**src/rtl/fu_jump_pipe.sv**
```systemverilog
`default_nettype none
// ============================================================================
// Module   : fu_jump_pipe
// Brief    : Branch/jump unit with LATENCY-deep stall/flush pipeline; computes
//            branch condition, jump target and PC+4 link value.
//            Optional macro FU_JUMP_JALR_ALIGN_EN clears target bit 0 on JALR.
// Revision : 1.0 - initial parametrised release
// ============================================================================
module fu_jump_pipe #(
    parameter int XLEN    = 32,
    parameter int LATENCY = 2,
    parameter int TAG_W   = 4
) (
    input  logic             clk,
    input  logic             rst,
    input  logic             flush,
    input  logic             in_valid,
    output logic             in_ready,
    input  logic             JALR,
    input  logic [2:0]       cmp_ctrl,
    input  logic [XLEN-1:0]  rs1_data,
    input  logic [XLEN-1:0]  rs2_data,
    input  logic [XLEN-1:0]  imm,
    input  logic [XLEN-1:0]  PC,
    input  logic [TAG_W-1:0] tag_in,
    output logic             out_valid,
    input  logic             out_ready,
    output logic [XLEN-1:0]  PC_jump,
    output logic [XLEN-1:0]  PC_wb,
    output logic             cmp_res,
    output logic [TAG_W-1:0] tag_out
);

    localparam int       LAST      = LATENCY - 1;
    localparam bit [2:0] c_CMP_EQ  = 3'b001;
    localparam bit [2:0] c_CMP_NE  = 3'b010;
    localparam bit [2:0] c_CMP_LT  = 3'b011;
    localparam bit [2:0] c_CMP_GE  = 3'b100;
    localparam bit [2:0] c_CMP_LTU = 3'b101;
    localparam bit [2:0] c_CMP_GEU = 3'b110;

    logic [LATENCY-1:0] valid_q;
    logic [LATENCY-1:0] valid_d;
    logic [LATENCY-1:0] jalr_q;
    logic [2:0]         cmp_ctrl_q [LATENCY];
    logic [XLEN-1:0]    rs1_q      [LATENCY];
    logic [XLEN-1:0]    rs2_q      [LATENCY];
    logic [XLEN-1:0]    imm_q      [LATENCY];
    logic [XLEN-1:0]    pc_q       [LATENCY];
    logic [TAG_W-1:0]   tag_q      [LATENCY];

    logic               w_stall;
    logic               w_issue;
    logic [XLEN-1:0]    w_base;
    logic [XLEN-1:0]    w_sum;
    logic               w_cmp;

    // The whole pipe holds while the tail result is not taken; bubbles never collapse.
    assign w_stall  = valid_q[LAST] & ~out_ready;
    assign in_ready = ~w_stall & ~flush;
    assign w_issue  = in_valid & in_ready;

    always_comb begin
        valid_d = valid_q;
        if (flush) begin
            valid_d = '0;
        end else if (!w_stall) begin
            valid_d[0] = w_issue;
            for (int i = 1; i < LATENCY; i++) begin
                valid_d[i] = valid_q[i-1];
            end
        end
    end

    always_ff @(posedge clk or posedge rst) begin
        if (rst) begin
            valid_q <= '0;
            jalr_q  <= '0;
            for (int i = 0; i < LATENCY; i++) begin
                cmp_ctrl_q[i] <= '0;
                rs1_q[i]      <= '0;
                rs2_q[i]      <= '0;
                imm_q[i]      <= '0;
                pc_q[i]       <= '0;
                tag_q[i]      <= '0;
            end
        end else begin
            valid_q <= valid_d;
            if (!w_stall) begin
                if (w_issue) begin
                    jalr_q[0]     <= JALR;
                    cmp_ctrl_q[0] <= cmp_ctrl;
                    rs1_q[0]      <= rs1_data;
                    rs2_q[0]      <= rs2_data;
                    imm_q[0]      <= imm;
                    pc_q[0]       <= PC;
                    tag_q[0]      <= tag_in;
                end
                for (int i = 1; i < LATENCY; i++) begin
                    jalr_q[i]     <= jalr_q[i-1];
                    cmp_ctrl_q[i] <= cmp_ctrl_q[i-1];
                    rs1_q[i]      <= rs1_q[i-1];
                    rs2_q[i]      <= rs2_q[i-1];
                    imm_q[i]      <= imm_q[i-1];
                    pc_q[i]       <= pc_q[i-1];
                    tag_q[i]      <= tag_q[i-1];
                end
            end
        end
    end

    always_comb begin
        w_cmp = 1'b0;
        case (cmp_ctrl_q[LAST])
            c_CMP_EQ:  w_cmp = (rs1_q[LAST] == rs2_q[LAST]);
            c_CMP_NE:  w_cmp = (rs1_q[LAST] != rs2_q[LAST]);
            c_CMP_LT:  w_cmp = ($signed(rs1_q[LAST]) <  $signed(rs2_q[LAST]));
            c_CMP_GE:  w_cmp = ($signed(rs1_q[LAST]) >= $signed(rs2_q[LAST]));
            c_CMP_LTU: w_cmp = (rs1_q[LAST] <  rs2_q[LAST]);
            c_CMP_GEU: w_cmp = (rs1_q[LAST] >= rs2_q[LAST]);
            default:   w_cmp = 1'b0;
        endcase
    end

    assign w_base = jalr_q[LAST] ? rs1_q[LAST] : pc_q[LAST];
    assign w_sum  = w_base + imm_q[LAST];

`ifdef FU_JUMP_JALR_ALIGN_EN
    assign PC_jump = jalr_q[LAST] ? {w_sum[XLEN-1:1], 1'b0} : w_sum;
`else
    assign PC_jump = w_sum;
`endif

    assign out_valid = valid_q[LAST];
    assign PC_wb     = pc_q[LAST] + XLEN'(4);
    assign cmp_res   = w_cmp;
    assign tag_out   = tag_q[LAST];

endmodule
`default_nettype wire

```
**config.mk**
```make
export PLATFORM = sky130hd
export DESIGN_NAME = fu_jump_pipe
export DESIGN_NICKNAME = d
export VERILOG_FILES = /design/src/rtl/fu_jump_pipe.sv
export SDC_FILE = /design/constraint.sdc
export NUM_CORES = 1
export LEC_CHECK = 0
export CORE_ASPECT_RATIO = 1.2
export CORE_MARGIN = 2
export CORE_UTILIZATION = 55
export CTS_CLUSTER_SIZE = 25
export DETAILED_ROUTE_END_ITERATION = 6
export GPL_TIMING_DRIVEN = 1
export PLACE_DENSITY_LB_ADDON = 0.25
export SYNTH_ARGS = -nofsm -noshare
export SYNTH_HDL_FRONTEND = slang
export SYNTH_SLANG_ARGS = --single-unit
export TNS_END_PERCENT = 5
```
**constraint.sdc**
```tcl
create_clock -name clk -period 17 [get_ports clk]
set_input_delay 5.1 -clock clk [delete_from_list [all_inputs] [get_ports clk]]
set_output_delay 5.1 -clock clk [all_outputs]
set_load 0.02 [all_outputs]
```
-- After elaboration in Yosys (flattened, before gate mapping)
Index checks and enable logic that the tools add are counted.
- latch bits: 0
- output and inout port bits: 71
- register bits: 274
- input port bits: 141
- RAM bits: 0
- word-level logic and storage cells: 41
- memories kept: 0
- ROM bits: 0
- eq/ne operators: 9
- multiply operators: 0
- bitwise logic cells: 6
- shift operators: 0
- $lt $le $gt $ge: 4
- reduce and logical (&&, ||, !) cells: 1
- $add $sub $neg: 2
- div/mod/pow operators: 0
- multiplexer cells: 4
- operator list (operator ; count):
    32-bit >= comparator ; 2
    32-bit < comparator ; 2
    32-bit by 3-bit adder with 32-bit output (second input constant) ; 1
    32-bit adder ; 1
    32-bit == test ; 1
    32-bit 2-to-1 mux ; 1
    32-bit inequality test ; 1
    3-bit == test (second input constant) ; 3
    3-bit by 2-bit == test with 1-bit output (second input constant) ; 2
    1-bit one-hot mux with 6 select lines ; 1
    2-bit 2-to-1 mux ; 2
    1-bit bitwise AND ; 3
    3-bit by 1-bit == test with 1-bit output (second input constant) ; 1
    1-bit inverter ; 3
    2-bit inequality test (second input constant) ; 1
    2-bit AND reduction ; 1

-- Longest topological paths before layout
Gate-level depths: netlist of run 1.
- word-level depth: 7
- mapped depth: 15

-- Worst setup path after synthesis of run 1
No wires, ideal clock.
- path type: input-to-output
- start: input port out_ready
- end: output port in_ready
- cell stages on the path: 2
- data required time: 11.900 ns
- setup slack: 6.444 ns
- arrival: 5.456 ns
- path through: nor2b_1 nor2_1
- cells in the longest elaborated chain, start to end: 4
- ends and longest elaborated chain (what ; RTL line ; source):
    start: declaration ; 27 ; input logic out_ready,
    1-bit inverter ; 59 ; assign w_stall = valid_q[LAST] & ~out_ready;
    1-bit bitwise AND ; 59 ;
    1-bit inverter (no source line) ; n/a ;
    1-bit bitwise AND ; 60 ; assign in_ready = ~w_stall & ~flush;
    end: declaration ; 18 ; output logic in_ready,
Every way passes these cells.

-- Worst setup path after layout of run 1
Ends and elaborated chain as after synthesis.

==> results of run 1 <==
[power groups by stage]
stage | logic, W | clock network (W) | registers [W]
finish | 0.000886 | 0.000706 | 0.000849
global route | 0.000957 | 0.000753 | 0.000865
CTS | 0.000894 | 0.000721 | 0.000850
detailed placement | 0.000888 | 0 | 0.000860
global placement | 0.000871 | 0 | 0.000855
floorplan | 0.000573 | 0 | 0.000828
[placed cells by master, fill, tap and decap left out, types with 2 or more instances in the layout]
cell | netlist | final
a211oi_1 | 7 | 7
xor2_1 | 19 | 19
o21ai_0 | 12 | 12
nand2_1 | 23 | 23
nor2b_1 | 6 | 5
inv_1 | 50 | 49
o31a_1 | 3 | 3
mux2_2 | 301 | 301
o21ai_1 | 6 | 6
or2_2 | 3 | 3
buf_4 | 6 | 7
nor2_1 | 27 | 27
a21oi_1 | 35 | 35
nor4_1 | 3 | 3
clkinv_2 | 0 | 7
clkbuf_8 | 0 | 5
o21a_1 | 7 | 7
nand2_2 | 2 | 2
nor3_1 | 7 | 7
or3_1 | 2 | 2
nand3_1 | 18 | 18
nand4_1 | 17 | 17
dfrtp_1 | 274 | 274
xnor2_1 | 35 | 35
and2_1 | 3 | 2
clkbuf_16 | 0 | 29
mux2i_1 | 3 | 3
clkdlybuf4s50_1 | 0 | 211
o21ai_2 | 2 | 2
o311a_1 | 2 | 2
o21bai_1 | 2 | 2
a31oi_1 | 5 | 5
a21o_1 | 22 | 22
and3_1 | 12 | 12
ha_1 | 64 | 64
bufinv_16 | 0 | 8
and4_1 | 2 | 2
o211ai_1 | 2 | 2
o31ai_1 | 2 | 2
[metrics by stage]
step	setup slack, ps	area, um^2	util (%)	std cells	total power [W]
floorplan	4350	13400	-	1034	0.00140
global placement	4870	15800	66.0	1530	0.00173
detailed placement	4870	15800	66.0	1530	0.00175
CTS	4860	16800	70.5	1580	0.00246
global route	4760	16800	70.5	1580	0.00257
finish	4910	16800	70.5	1580	0.00244
[registers in the layout, indices dropped and copies added, names as in the netlist]
name        count
jalr_q          2
cmp_ctrl_q      6
tag_q           4
rs1_q          64
valid_q         2
tag_out         4
rs2_q          64
pc_q           64
imm_q          64
[layout make-up]
cell class,instances,area [um^2]
Sequential cell,274,6860
Multi-Input combinational cell,668,6160
Timing Repair Buffer,218,2160
Clock inverter,15,275
Clock buffer,35,798
Inverter,50,195
Tap cell,320,400
Fill cell,1693,7050
[final timing paths]
path / from / endpoint / slack, ps / cells past startpoint
worst max register to register: valid_q[1] / rs1_q[57] / 13510 / 7
worst max-delay path: out_ready / in_ready / 4910 / 5
worst min register to register: rs1_q[39] / rs1_q[7] / 500 / 1
worst min-delay path: rs1_q[39] / rs1_q[7] / 500 / 1
min in group asynchronous: rst / rs1_q[34] / 5120 / 2
max in group asynchronous: rst / imm_q[20] / 9520 / 4
[cell families after synthesis]
kind of cell,share of synthesized area (%)
mux,25.6
flops,51.2
simple gates,5.12
compound gates,5.58
buf+inv,2.81
fa+ha+maj,6.13
xor+xnor,3.53
[layer usage]
layer | wire [um] | vias to the layer above
met1 | 12300 | 4334
met3 | 1820 | 40
met4 | 559 | 2
li1 | - | 4115
met5 | 13 | -
met2 | 14200 | 207
[worst max-delay path: stages]
cell and delay (ps):
clkdlybuf4s50_1 440, nor2b_4 110, buf_4 620, nor2_1 140, clkdlybuf4s50_1 580
==> results.txt, run 1 <==
largest cells by area after synthesis = dfrtp_1 (51%), mux2_2 (25%), ha_1 (6.0%), xnor2_1 (2.3%), inv_1 (1.4%)
Root Buffer Master = clkbuf_16
postcts setup bufs = 0
vias in the first global route = 9038
IO buf count = 211
Clk Latency, worst-skew pair = 540 ps
sum of negative setup slack = 0 ps
Starting Density = 56.0%
synth cell count leaders = mux2_2 (301), dfrtp_1 (274), ha_1 (64), inv_1 (50)
worst-margin pin slew = 1200 ps
Final Hold Vio Count = 0
Bufs on Longest Clock Path = 3
share of power burned in registers = 34.8%
Avg WL per Cell = 18.3 um
final worst-path cycle share = 71.1%
fraction of registers with async set or reset after synthesis = 100%
cell area power density = 145 nW/um^2
number of routed nets with antenna violations = 0
RePlAce Congestion = 0.788
met2 global-route usage = 38.9%
register area share after synthesis = 51.2%
DR DRC count = 0
DRT Wirelength = 28.9 mm
Global Route Usage Sum = 22.7%
Rel. slew slack = 20.2%
TritonCTS Buffers = 28
max_cap viols = 0
Post-synth EDFFs = 0
most common cell in the synthesized netlist = mux2_2
DR vias/cell = 5.51
Yosys cell types = 51
Setup Viol. Count Final = 0
die extent in y = 175 um
Req. time, crit path = 11900 ps
clock sinks = 274
Yosys reg bits = 274
Core Region = 23900 um^2
Min-Delay Path Class = flip-flop to flip-flop
Synth Net Count = 1240
clock share of power = 28.9%
Setup crit end kind = primary output
Sw Pwr = 0.000777 W
met3 Resource Use GR = 5.38%
Max Slew Vio Count = 0
sw frac = 31.8%
post_cts resized = 0
leading area contributor after synthesis = dfrtp_1
Avg Inst Size Synth = 12.9 um^2
crit path kind = primary input to primary output
share of post-route cells with drive strength above 1 = 29.7%
Clk pin slew, worst setup/hold paths = 60 ps
HPWL after detailed placement = 20.3 mm
Worst Path Arrival = 6990 ps
Combinational Power Share = 36.3%
Fin Hold WS = 501 ps
VDD IR-drop max = 0.105 mV
initial antenna violation count = 1
n_diodes = 0
f_max = 0.0827 GHz
vias = 8698
most used routing layer = met2
I/O pins = 212
Row Count = 62
synthesis-to-layout area growth = 25.9%
Clock Skew = 7.23 ps
Synth top area share = 51.2%
status = finished, final reports clean
Nets = 1446
global route overflow = 0
Max FO, Critical Path = 62
global-route wire length before repair = 46.6 mm
Internal = 0.00166 W
cts hold-fix bufs = 0
Lkg Pwr = 7.25 nW
Die X = 146 um
unrepaired setup endpoints after global routing = no
Netlist Area Pre-Place = 13400 um^2
grt met1 use = 29.5%
startpoint type of the worst setup path = primary input
Detailed Route Iter0 Violations = 305
die area = 25600 um^2
DR pass1 iterations = 4
Min Clock Period, post-route = 12090 ps
main flop type after synthesis = dfrtp_1
Ys Warns = 0
H-tree Lvls = 1
Mapped Cells = 1034
largest net degree at the start of global routing = 128
CTS tree = done
No activity file was read; power rests on OpenSTA's default activity.
==> inputs of run 2 (changes only) <==
--- a/config.mk
+++ b/config.mk
@@ -7,7 +7,7 @@
 export LEC_CHECK = 0
 export CORE_ASPECT_RATIO = 1.2
 export CORE_MARGIN = 2
-export CORE_UTILIZATION = 55
+export CORE_UTILIZATION = 49
 export CTS_CLUSTER_SIZE = 25
 export DETAILED_ROUTE_END_ITERATION = 6
 export GPL_TIMING_DRIVEN = 1
==> constraint.sdc (replaced) <==
create_clock -name clk -period 9.8 [get_ports clk]
set_input_delay 2.94 -clock clk [delete_from_list [all_inputs] [get_ports clk]]
set_output_delay 2.94 -clock clk [all_outputs]
set_load 0.02 [all_outputs]
==> run 2 against run 1 <==
Register-to-register slack got worse by 6700 ps. Sequential power rose by 74%. Count of clock-buffer cells in the layout fell by 1. Cell area barely moved. Clock skew rose by 1.3 ps. Non-clock buffer count fell by 1. First-iteration DRC count rose by 9.5%. Highest routed layer unchanged. Setup slack got worse by 3100 ps. Routed wire length rose by 1.4%.
==> results.txt, run 2 (synthesis gave the netlist of run 1 again) <==
Die X = 155 um
Lkg Pwr = 7.23 nW
Setup crit end kind = primary output
synthesis-to-layout area growth = 25.9%
die area = 28600 um^2
R2R Setup Slk = 6850 ps
VDD IR-drop max = 0.228 mV
Root Buffer Master = clkbuf_16
I/O pins = 212
cell area power density = 250 nW/um^2
commonest non-fill, non-tap cell in the layout = mux2_2
Critical R2R Capture = rs2_q[63]
HPWL after detailed placement = 20.9 mm
Clk Latency, worst-skew pair = 540 ps
die extent in y = 185 um
sum of negative setup slack = 0 ps
postcts setup bufs = 0
depth of the worst register-to-register path = 5
vias = 8637
CTS tree = done
RePlAce Congestion = 0.804
Crit Reg-Reg Startpoint = valid_q[1]
vias in the first global route = 9037
Max Slew Vio Count = 0
Worst Setup SP = jalr_q[1]
clock sinks = 274
most frequent cells in the layout = mux2_2 (301), dfrtp_1 (274), clkdlybuf4s50_1 (211), ha_1 (64), inv_1 (49)
number of routed nets with antenna violations = 0
initial antenna violation count = 1
Nets = 1445
pre-CTS WS = 2390 ps
TritonCTS Buffers = 28
largest net degree at the start of global routing = 187
Clk pin slew, worst setup/hold paths = 60 ps
Setup Viol. Count Final = 0
cts hold-fix bufs = 0
Min-Delay Path Class = flip-flop to flip-flop
status = finished, final reports clean
Rel. slew slack = 29.9%
DR vias/cell = 5.39
H-tree Lvls = 1
DRT Wirelength = 29.3 mm
Final Hold Vio Count = 0
max_cap viols = 0
Worst Path Arrival = 5040 ps
fin cells = 1602
share of post-route cells with drive strength above 1 = 29.8%
DR DRC count = 0
Row Count = 66
Global Route Usage Sum = 20.6%
f_max = 0.125 GHz
Placed Cells = 1549
total power = 0.00421 W
Worst Setup Slack, final = 1820 ps
global route overflow = 0
IO buf count = 211
final worst-path cycle share = 81.4%
Starting Density = 49.5%
crit path kind = flip-flop to primary output
Core Region = 27000 um^2
startpoint type of the worst setup path = flip-flop
Req. time, crit path = 6860 ps
Setup crit end = PC_jump[30]
DR pass1 iterations = 4
Avg WL per Cell = 18.3 um
global-route wire length before repair = 46.9 mm
Detailed Route Iter0 Violations = 334
worst-margin pin slew = 1050 ps
Clock Skew = 8.56 ps
unrepaired setup endpoints after global routing = no
Bufs on Longest Clock Path = 3
Max FO, Critical Path = 19
post_cts resized = 0
Min Clock Period, post-route = 7980 ps
==> run 2: cell types whose count changed in the layout (fill, tap and decap cells not counted), sizes merged <==
cell	change
bufinv	-2
clkinv	+3
diode	+1
clkbuf	-1
clkinvlp	+2
buf	-1
==> run 2: how the worst min path moves through the flow <==
stage / endpoint / start / depth (start not counted) / slack (ps)
global placement: rs1_q[23] / rs1_q[55] / 1 / 480
finish: rs2_q[13] / rs2_q[45] / 1 / 500
detailed placement: rs1_q[14] / rs1_q[46] / 1 / 490
global route: rs1_q[1] / rs1_q[33] / 1 / 510
floorplan: valid_q[1] / valid_q[0] / 2 / 470
CTS: imm_q[22] / imm_q[54] / 1 / 500
==> run 2: cell type report <==
cell class	instances	area (um^2)
Fill cell	2136	10200
Antenna cell	1	2.50
Multi-Input combinational cell	668	6160
Clock buffer	34	795
Inverter	50	191
Sequential cell	274	6860
Timing Repair Buffer	217	2170
Clock inverter	18	246
Tap cell	340	425
==> run 2: worst max-delay path: stages (launching register included) <==
cell and delay [ps]:
dfrtp_1 920, buf_4 390, mux2_2 370, ha_1 410
nand4_1 200, nor2_1 230, nand4_1 130, a21oi_1 170
nor3_2 100, o311ai_1 380, a31oi_1 140, o21ai_1 170
xor2_1 240, clkdlybuf4s50_1 650
==> run 2: routing by layer <==
layer	part of all wire (%)	global-route usage, %
met1	44	26.9
met2	49	35.3
met3	5.8	4.47
met4	1.5	4.67
met5	0.044	0
==> run 2: where the power goes <==
part / internal, W / switching, W
Clock: 0.000733 / 0.000450
Combinational: 0.000776 / 0.000766
Sequential: 0.00133 / 0.000153
Total: 0.00284 / 0.00137
==> run 2: per-stage QoR <==
stage / instance area (um^2) / util (%) / hold slack (ps)
floorplan: 13400 / - / 466
global placement: 15800 / 58.5 / 483
detailed placement: 15800 / 58.5 / 489
CTS: 16800 / 62.4 / 503
global route: 16800 / 62.4 / 513
finish: 16800 / 62.4 / 497
